`config.mk`:
```
export PLATFORM = sky130hd
export DESIGN_NAME = stream_gen_src_flat
export DESIGN_NICKNAME = d
export VERILOG_FILES = /design/src/rtl/stream_gen_src_if.sv /design/src/rtl/stream_gen_src.sv /design/src/flat_wrapper.sv
export SDC_FILE = /design/constraint.sdc
export NUM_CORES = 1
export LEC_CHECK = 0
export CORE_MARGIN = 8
export CORE_UTILIZATION = 48
export DETAILED_ROUTE_END_ITERATION = 8
export GPL_ROUTABILITY_DRIVEN = 0
export HOLD_SLACK_MARGIN = 0.06
export PLACE_DENSITY = 0.78
export SLEW_MARGIN = 20
export SYNTH_ARGS = -nofsm -noshare
export SYNTH_HDL_FRONTEND = slang
export SYNTH_SLANG_ARGS = --single-unit
export TNS_END_PERCENT = 100
```
`constraint.sdc`:
```
create_clock -name clk -period 2.85 [get_ports clk]
set_clock_uncertainty 0.05 [all_clocks]
set_input_delay 0.4275 -clock clk [delete_from_list [all_inputs] [get_ports clk]]
set_output_delay 0.4275 -clock clk [all_outputs]
set_load 0.02 [all_outputs]
```
`src/rtl/stream_gen_src_if.sv`:
```
`default_nettype none
// ============================================================================
//  Module   : stream_gen_src_if
//  Brief    : Valid/ready payload stream between the generator and its sink.
//  Revision : 1.0 - initial release
// ============================================================================
interface stream_gen_src_if #(
    parameter int DATA_W = 16
);
    logic [DATA_W-1:0] data;
    logic              vld;
    logic              rdy;

    // Generator side drives payload and valid, samples ready
    modport master (
        output data,
        output vld,
        input  rdy
    );

    // Sink side samples payload and valid, drives ready
    modport slave (
        input  data,
        input  vld,
        output rdy
    );
endinterface
`default_nettype wire

```
`src/rtl/stream_gen_src.sv`:
```
`default_nettype none
// ============================================================================
//  Module   : stream_gen_src
//  Brief    : Streaming traffic source. Emits an arithmetic payload sequence
//             with an LFSR-shaped valid density, bounded or unbounded runs,
//             early stop with drain of a pending beat.
//  Revision : 1.0 - initial release
// ============================================================================
module stream_gen_src #(
    parameter int          DATA_W     = 16,
    parameter int          RAND_RANGE = 255,
    parameter logic [15:0] LFSR_SEED  = 16'hACE1,
    localparam int         TW         = $clog2(RAND_RANGE + 1)
) (
    input  wire logic              clk,
    input  wire logic              s_rst,
    input  wire logic              start,
    input  wire logic              stop,
    input  wire logic [31:0]       count,
    input  wire logic [DATA_W-1:0] first_data,
    input  wire logic [DATA_W-1:0] incr,
    input  wire logic [TW-1:0]     throughput,
    output logic                   busy,
    output logic                   done,
    output logic [31:0]            sent_cnt,
    stream_gen_src_if.master       m_if
);

    localparam logic [1:0]    c_IDLE  = 2'd0;
    localparam logic [1:0]    c_RUN   = 2'd1;
    localparam logic [1:0]    c_DRAIN = 2'd2;

    localparam logic [TW-1:0] c_RANGE = TW'(RAND_RANGE);
    localparam logic [15:0]   c_TAPS  = 16'hB400;

    logic [1:0]        state_q,    state_d;
    logic              vld_q,      vld_d;
    logic [DATA_W-1:0] data_q,     data_d;
    logic [31:0]       sent_cnt_q, sent_cnt_d;
    logic              done_q,     done_d;
    logic [15:0]       lfsr_q,     lfsr_d;
    logic [DATA_W-1:0] incr_q,     incr_d;
    logic [31:0]       count_q,    count_d;

    logic              w_hs;
    logic              w_final;
    logic              w_decision;
    logic [31:0]       w_sent_inc;

    assign m_if.data = data_q;
    assign m_if.vld  = vld_q;
    assign busy      = (state_q != c_IDLE);
    assign done      = done_q;
    assign sent_cnt  = sent_cnt_q;

    // Handshake qualifiers and the per-cycle valid-density decision
    always_comb begin
        w_hs       = vld_q & m_if.rdy;
        w_sent_inc = sent_cnt_q + 32'd1;
        w_final    = w_hs && (count_q != 32'd0) && (w_sent_inc == count_q);
        if (throughput >= c_RANGE) begin
            w_decision = 1'b1;
        end else if (throughput == '0) begin
            w_decision = lfsr_q[0];
        end else begin
            w_decision = (lfsr_q[TW-1:0] < throughput);
        end
    end

    // Next-state logic: run control, payload sequencing, LFSR stepping
    always_comb begin
        state_d    = state_q;
        vld_d      = vld_q;
        data_d     = data_q;
        sent_cnt_d = sent_cnt_q;
        incr_d     = incr_q;
        count_d    = count_q;
        done_d     = 1'b0;
        lfsr_d     = lfsr_q[0] ? ((lfsr_q >> 1) ^ c_TAPS) : (lfsr_q >> 1);

        case (state_q)
            c_IDLE: begin
                // start outranks a coincident stop; stop alone is a no-op here
                if (start) begin
                    state_d    = c_RUN;
                    data_d     = first_data;
                    sent_cnt_d = 32'd0;
                    incr_d     = incr;
                    count_d    = count;
                    vld_d      = w_decision;
                end
            end
            c_RUN: begin
                if (w_hs) begin
                    sent_cnt_d = w_sent_inc;
                    data_d     = data_q + incr_q;
                end
                if (w_final || (stop && (w_hs || !vld_q))) begin
                    // Nothing left pending: close the run immediately
                    vld_d   = 1'b0;
                    state_d = c_IDLE;
                    done_d  = 1'b1;
                end else if (stop) begin
                    // A beat is on the bus and not yet taken: it must still go out
                    state_d = c_DRAIN;
                end else if (!vld_q || w_hs) begin
                    vld_d = w_decision;
                end
            end
            c_DRAIN: begin
                if (w_hs) begin
                    sent_cnt_d = w_sent_inc;
                    vld_d      = 1'b0;
                    state_d    = c_IDLE;
                    done_d     = 1'b1;
                end
            end
            default: begin
                state_d = c_IDLE;
                vld_d   = 1'b0;
            end
        endcase
    end

    // State registers with synchronous active-high reset
    always_ff @(posedge clk) begin
        if (s_rst) begin
            state_q    <= c_IDLE;
            vld_q      <= 1'b0;
            data_q     <= '0;
            sent_cnt_q <= 32'd0;
            done_q     <= 1'b0;
            lfsr_q     <= LFSR_SEED;
            incr_q     <= '0;
            count_q    <= 32'd0;
        end else begin
            state_q    <= state_d;
            vld_q      <= vld_d;
            data_q     <= data_d;
            sent_cnt_q <= sent_cnt_d;
            done_q     <= done_d;
            lfsr_q     <= lfsr_d;
            incr_q     <= incr_d;
            count_q    <= count_d;
        end
    end

endmodule
`default_nettype wire

```
`src/flat_wrapper.sv`:
```
// flat-port wrapper written by rule: the top's interface ports become plain ports
module stream_gen_src_flat 
#(
    parameter int          DATA_W     = 16,
    parameter int          RAND_RANGE = 255,
    parameter logic [15:0] LFSR_SEED  = 16'hACE1,
    localparam int         TW         = $clog2(RAND_RANGE + 1)
)
  (clk, s_rst, start, stop, count, first_data, incr, throughput, busy, done, sent_cnt, m_if_data, m_if_vld, m_if_rdy);
  stream_gen_src_if #(.DATA_W(DATA_W)) m_if_i ();
  input  wire logic clk;
  input  wire logic s_rst;
  input  wire logic start;
  input  wire logic stop;
  input  wire logic [31:0] count;
  input  wire logic [DATA_W-1:0] first_data;
  input  wire logic [DATA_W-1:0] incr;
  input  wire logic [TW-1:0] throughput;
  output logic busy;
  output logic done;
  output logic [31:0] sent_cnt;
  output wire logic [$bits(m_if_i.data)-1:0] m_if_data;
  output wire logic [$bits(m_if_i.vld)-1:0] m_if_vld;
  input wire logic [$bits(m_if_i.rdy)-1:0] m_if_rdy;
  assign m_if_data = m_if_i.data;
  assign m_if_vld = m_if_i.vld;
  assign m_if_i.rdy = m_if_rdy;
  stream_gen_src #(.DATA_W(DATA_W), .RAND_RANGE(RAND_RANGE), .LFSR_SEED(LFSR_SEED)) u_core (.clk(clk), .s_rst(s_rst), .start(start), .stop(stop), .count(count), .first_data(first_data), .incr(incr), .throughput(throughput), .busy(busy), .done(done), .sent_cnt(sent_cnt), .m_if(m_if_i));
endmodule
```
==> results.cfg, run 1 <==
[cts]
clock_latency_ps = 420
clockRootBuffer = clkbuf_16
cts_tree = done
clk_pin_slew_worst_paths_ps = 50
cts_buffers = 17
cts.path.max_buffers = 2
htree_levels = 4
cts.sinks = 116
hold_buffers = 0

[route]
ant_nets = 0
vias = 7188
vias_per_cell = 5.75
drt_iter0_drc = 503
drt_wl_total_um = 21600
drcViolationCount = 0
firstDrtPassIters = 5
wire_per_inst_um = 17.3

[sta]
fin_crit_ps = 2790
slew_headroom_pct = 58.1
maxSlewViolCount = 0
fmax_mhz = 358
rsz0062_at_grt = yes
min_period_over_period_pct = 98.0
tns_ps = 0
finalHoldViolCount = 0
holdWs_ps = 364
finalSetupViolCount = 0
max_slew.worst_pin.slew_ps = 628

[pwr]
p_int_mw = 3.77
switching_share_pct = 31.9
switchingPower_mw = 1.77
p_per_area_nw_per_um2 = 590
irDropWorstVdd_mv = 0.456
clockPowerShare_pct = 36.6
power.leakage_nw = 3.69
total_power_mw = 5.54
seqPwrFrac_pct = 34.4
p_comb_share_pct = 29.0

[worst_setup_path]
cp.arrival_ps = 3090
r2r_cells = 13
cp-end-kind = flip-flop
start_kind = flip-flop
critPathKind = flip-flop to flip-flop
worstPathRequired_ps = 3150
worstPathMaxFanout = 8

[cells_and_area]
nets = 1164
syn2layout_area_growth_pct = 40.1
fillers = 1125
drive_above_1_share_pct = 15.6
design_area_sq_um = 9400
n_antenna_cell = 0
final_cell_count_no_fill = 1251

[synth]
synth.distinct_cells = 67
ys_seq_elements = 116
synth_top_area_share_pct = 34.6
seq_area_frac_synth_pct = 34.6
synth_area_leaders = dfxtp_1 (35%), nand2_1 (9.7%), a21oi_1 (7.2%)
syn_inst = 889
synth_ff_type = dfxtp_1
synth.cell_area_sq_um = 6710
synth_area_per_cell_sq_um = 7.55
synthArstFlopShare_pct = 0
synth_edf_count = 0
synth_fp_nets = 994
synth_area_leader_cell = dfxtp_1
yosysWarnings = 0

[hold_path]
hold_depth = 1
hp-class = flip-flop to flip-flop

[floorplanning]
rows = 43
initial_core_util_pct = 48.7
die-area_sq_um = 18000
fp.dieH_um = 134
dieWidth_um = 134
coreArea_sq_um = 13800
ios = 128

[global_routing]
grt_pass1_vias = 6831
grt_max_degree = 57
grt_pass1_wl_um = 33700
grtUsageTotal_pct = 23.0
grt_overflow_total = 0
antenna_found_initial = 0

[place]
portBuffers = 127
place_hpwl_um = 15400
placed_cells = 1212
dpl_cell_area_sq_um = 8550

[run]
maxCapViolCount = 0

[run_status]
status = finished clean
critical path, stage by stage (launching register included):
cell and delay, ps:
dfxtp_4 380, ha_4 150, nand3_4 140, buf_4 190, nor4_2 140, buf_4 160
xnor2_1 100, o31ai_1 90, a2111o_1 390, nor4_4 270, buf_4 180, a31oi_4 90
a21boi_2 200, mux2i_1 190
power by group through the flow:
stage | Clock (mW) | Sequential (mW) | Combinational [mW]
after floorplan | 0 | 1.98 | 0.906
after global placement | 0 | 1.93 | 1.51
after detailed placement | 0 | 1.94 | 1.54
after CTS | 2.04 | 1.90 | 1.57
after global routing | 2.12 | 1.92 | 1.75
final | 2.03 | 1.91 | 1.61
area by class of cell:
type                            instances  area (sq um)  share of cell area [%]
Multi-Input combinational cell        696          4310                    45.8
Sequential cell                       116          2350                    25.0
Timing Repair Buffer                  203          1860                    19.8
Clock buffer                           27           513                    5.46
Tap cell                              180           225                    2.40
Inverter                               25          93.8                   0.998
Clock inverter                          4          45.0                   0.479
worst paths after layout:
kind,startpoint,endpoint,slack (ps)
max,u_core.sent_cnt[1],u_core.state_q[0],60
min,u_core.lfsr_q[8],u_core.lfsr_q[7],360
max reg2reg,u_core.sent_cnt[1],u_core.state_q[0],60
min reg2reg,u_core.lfsr_q[8],u_core.lfsr_q[7],360
cells in the mapped netlist (all sizes together) (10+ instances only):
cell and instances:
and3 12, nor2b 15, nor4 17, inv 24, buf 15, dfxtp 116, xnor2 42, a211oi 21
nor3 34, or2 10, nand2b 11, ha 27, nand4 21, nor2 74, clkbuf 37, a21oi 97
o21ai 27, nand3 25, nand2 173, xor2 13
repair_timing:
action / 4_1_cts / 5_1_grt
setup endpoints to repair: 4 / 6
pin swaps: 5 / 18
buffers inserted: 3 / 5
resized for setup: 10 / 41
through the flow:
| step | utilization (%) | setup slack, ps |
|---|---|---|
| finish | 68.2 | 56.0 |
| global route | 68.2 | -70.9 |
| CTS | 66.7 | 6.66 |
| detailed placement | 62.1 | -130 |
| global placement | 62.1 | -92.2 |
| floorplan | - | 20.2 |
flip-flops by register name, summed over array words and instances, names as in the netlist:
signal / count
u_core.incr_q: 16
u_core.lfsr_q: 16
u_core.state_q: 2
u_core.sent_cnt: 32
u_core.m_if.vld: 1
u_core.count_q: 32
u_core.m_if.data: 16
u_core.done: 1
logic make-up after synthesis:
group           synth area share (%)
fa+ha+maj                       5.33
buf+inv                         4.74
compound gates                  17.7
mux                             1.38
xor+xnor                        7.29
simple gates                    29.0
flops                           34.6
cells in the final DEF, fill, tap and decap left out, types with 5 or more instances in the layout:
| master | instances |
|---|---|
| a211oi_1 | 16 |
| a211oi_2 | 5 |
| a21o_1 | 5 |
| a21oi_1 | 97 |
| a31oi_1 | 6 |
| and3_1 | 9 |
| buf_4 | 75 |
| clkbuf_1 | 5 |
| clkbuf_16 | 17 |
| clkbuf_8 | 5 |
| clkdlybuf4s50_1 | 126 |
| dfxtp_1 | 101 |
| dfxtp_2 | 12 |
| ha_1 | 26 |
| inv_1 | 24 |
| mux2i_1 | 7 |
| nand2_1 | 173 |
| nand2b_1 | 11 |
| nand3_1 | 20 |
| nand4_1 | 20 |
| nor2_1 | 73 |
| nor2b_1 | 14 |
| nor3_1 | 32 |
| nor4_1 | 11 |
| o211ai_1 | 5 |
| o21ai_0 | 22 |
| o21ai_1 | 5 |
| o31ai_1 | 5 |
| or2_2 | 7 |
| xnor2_1 | 39 |
| xor2_1 | 13 |
metal layers:
metal  share of wire (%)  vias up  GRT usage [%]
met5                   0        -              0
met4                 3.3        0           11.4
met3                 7.8       68           6.39
met2                  46      321           37.0
met1                  43     3341           27.6
li1                    -     3458              -
No activity file was read; power rests on OpenSTA's default activity.
==> run 2, diff against run 1 <==
--- a/config.mk
+++ b/config.mk
@@ -7,6 +7,7 @@
 export LEC_CHECK = 0
 export CORE_MARGIN = 8
 export CORE_UTILIZATION = 48
+export CTS_CLUSTER_DIAMETER = 30
 export DETAILED_ROUTE_END_ITERATION = 8
 export GPL_ROUTABILITY_DRIVEN = 0
 export HOLD_SLACK_MARGIN = 0.06
==> results of run 2 <==
Final layout, timing and power as in run 1 (identical DEF).
==> run 3, diff against run 2 <==
--- a/config.mk
+++ b/config.mk
@@ -11,7 +11,8 @@
 export DETAILED_ROUTE_END_ITERATION = 8
 export GPL_ROUTABILITY_DRIVEN = 0
 export HOLD_SLACK_MARGIN = 0.06
-export PLACE_DENSITY = 0.78
+export PLACE_DENSITY_LB_ADDON = 0.25
+export SKIP_LAST_GASP = 1
 export SLEW_MARGIN = 20
 export SYNTH_ARGS = -nofsm -noshare
 export SYNTH_HDL_FRONTEND = slang
==> results.cfg, run 3 (same netlist as run 1, synthesis figures left out) <==
[cts]
htree_levels = 4
clock_latency_ps = 420
cts.path.max_buffers = 2
clk_pin_slew_worst_paths_ps = 60
hold_buffers = 0
clockRootBuffer = clkbuf_16
cts.sinks = 116
cts_buffers = 17
cts_tree = done

[floorplanning]
initial_core_util_pct = 48.7
ios = 128
rows = 43
dieWidth_um = 134
coreArea_sq_um = 13800
die-area_sq_um = 18000
fp.dieH_um = 134

[worst_setup_path]
critPathKind = flip-flop to flip-flop
worstPathRequired_ps = 3070
rr_startpoint = u_core.sent_cnt[1]
cp-end-kind = flip-flop
timing.rr.end = u_core.m_if.vld
cp.arrival_ps = 3080
r2r_cells = 11
rrSetupSlack_ps = -10
start_kind = flip-flop
worstPathMaxFanout = 5

[hold_path]
min_from = u_core.lfsr_q[12]
hold_depth = 1
holdPathEnd = u_core.lfsr_q[11]
hp-class = flip-flop to flip-flop

[sta]
fmax_mhz = 349
max_slew.worst_pin.slew_ps = 680
min_period_over_period_pct = 100
holdWs_ps = 359
tns_ps = -12.9
finalHoldViolCount = 0
rsz0062_at_grt = yes
fin_crit_ps = 2860
finalSetupViolCount = 1
slew_headroom_pct = 54.7
maxSlewViolCount = 0
finalWorstSetupSlack_ps = -12.9

[place]
place_hpwl_um = 14600
portBuffers = 127

[pwr]
p_per_area_nw_per_um2 = 622
switching_share_pct = 30.3
irDropWorstVdd_mv = 0.456
switchingPower_mw = 1.77
p_comb_share_pct = 26.8
power.leakage_nw = 3.68
p_int_mw = 4.07
clockPowerShare_pct = 40.6
seqPwrFrac_pct = 32.6

[global_routing]
grt_pass1_vias = 6776
grtUsageTotal_pct = 22.9
grt_pass1_wl_um = 33500
grt_max_degree = 68
antenna_found_initial = 0
grt_overflow_total = 0

[run_status]
violations = setup timing
status = finished, violations left

[route]
wire_per_inst_um = 16.7
ant_nets = 0
firstDrtPassIters = 6
vias = 6975
drt_wl_total_um = 20700
drt_iter0_drc = 567
drcViolationCount = 0
vias_per_cell = 5.62

[cells_and_area]
nets = 1156
n_antenna_cell = 0
final_cell_mix = nand2_1 (173), clkdlybuf4s50_1 (126), dfxtp_1 (104)
drive_above_1_share_pct = 15.3
fillers = 1139
syn2layout_area_growth_pct = 40.1
final_common_cell = nand2_1

[run]
maxCapViolCount = 0
-- run 3: changes by cell type in the layout (fill, tap and decap cells not counted), sizes merged --
cell,change
clkinvlp,+2
nand3,+1
buf,-9
clkinv,-1
clkbuf,-6
bufinv,+4
-- run 3: worst max-delay path by stage --
stage | start | to | slack [ps]
after global placement | m_if_rdy | u_core.m_if.vld | -50
after CTS | u_core.sent_cnt[1] | u_core.m_if.vld | -4
after detailed placement | m_if_rdy | u_core.m_if.vld | -130
after global routing | u_core.sent_cnt[1] | u_core.m_if.vld | -90
final | u_core.sent_cnt[1] | u_core.m_if.vld | -10
after floorplan | u_core.sent_cnt[0] | u_core.state_q[0] | 20
-- run 3: worst max-delay path, cell delays in order (launching register included) --
cell,delay (ps)
dfxtp_4,370
ha_4,170
nand3_4,150
or3_4,380
o211ai_1,180
nand2_1,120
a2111o_1,410
nor4_2,280
buf_4,180
a31oi_4,90
a221oi_2,260
nor3_1,70
-- run 3: power by group through the flow --
| stage | combinational [mW] | clock, mW | sequential, mW |
|---|---|---|---|
| finish | 1.56 | 2.37 | 1.91 |
| global route | 1.72 | 2.48 | 1.92 |
| CTS | 1.53 | 2.41 | 1.90 |
| detailed placement | 1.51 | 0 | 1.93 |
| global placement | 1.48 | 0 | 1.93 |
| floorplan | 0.906 | 0 | 1.98 |
-- run 3: timing repair --
| action | CTS | global route |
|---|---|---|
| gates cloned | 1 | 0 |
| setup endpoints to repair | 4 | 7 |
| gates resized for setup | 8 | 41 |
| pin swaps | 5 | 21 |
| buffers inserted | 1 | 5 |
-- run 3: cell type report --
class	instances	area [sq um]	area share, %
clock buffers	21	480	5.11
clock inverters	9	175	1.86
inverters	25	93.8	0.998
multi-input cells	697	4300	45.8
flip-flops and latches	116	2350	25.0
well taps	180	225	2.40
repair buffers	194	1780	18.9
-- run 3: layer usage --
layer	routed length (um)	up-vias	track usage [%]
met1	8990	3224	27.8
met2	9520	276	37.3
met5	0	-	0
met3	1790	43	6.99
met4	438	0	8.55
li1	-	3432	-
-- run 3: per-stage QoR --
| step | cell area, sq um | total power [mW] | utilization, % | cells | setup WS, ps |
|---|---|---|---|---|---|
| floorplan | 6730 | 2.89 | - | 889 | 20.2 |
| global placement | 8470 | 3.42 | 61.5 | 1205 | -54.0 |
| detailed placement | 8470 | 3.45 | 61.5 | 1205 | -131 |
| CTS | 9180 | 5.84 | 66.7 | 1237 | -4.40 |
| global route | 9400 | 6.12 | 68.2 | 1242 | -92.9 |
| finish | 9400 | 5.84 | 68.2 | 1242 | -12.9 |
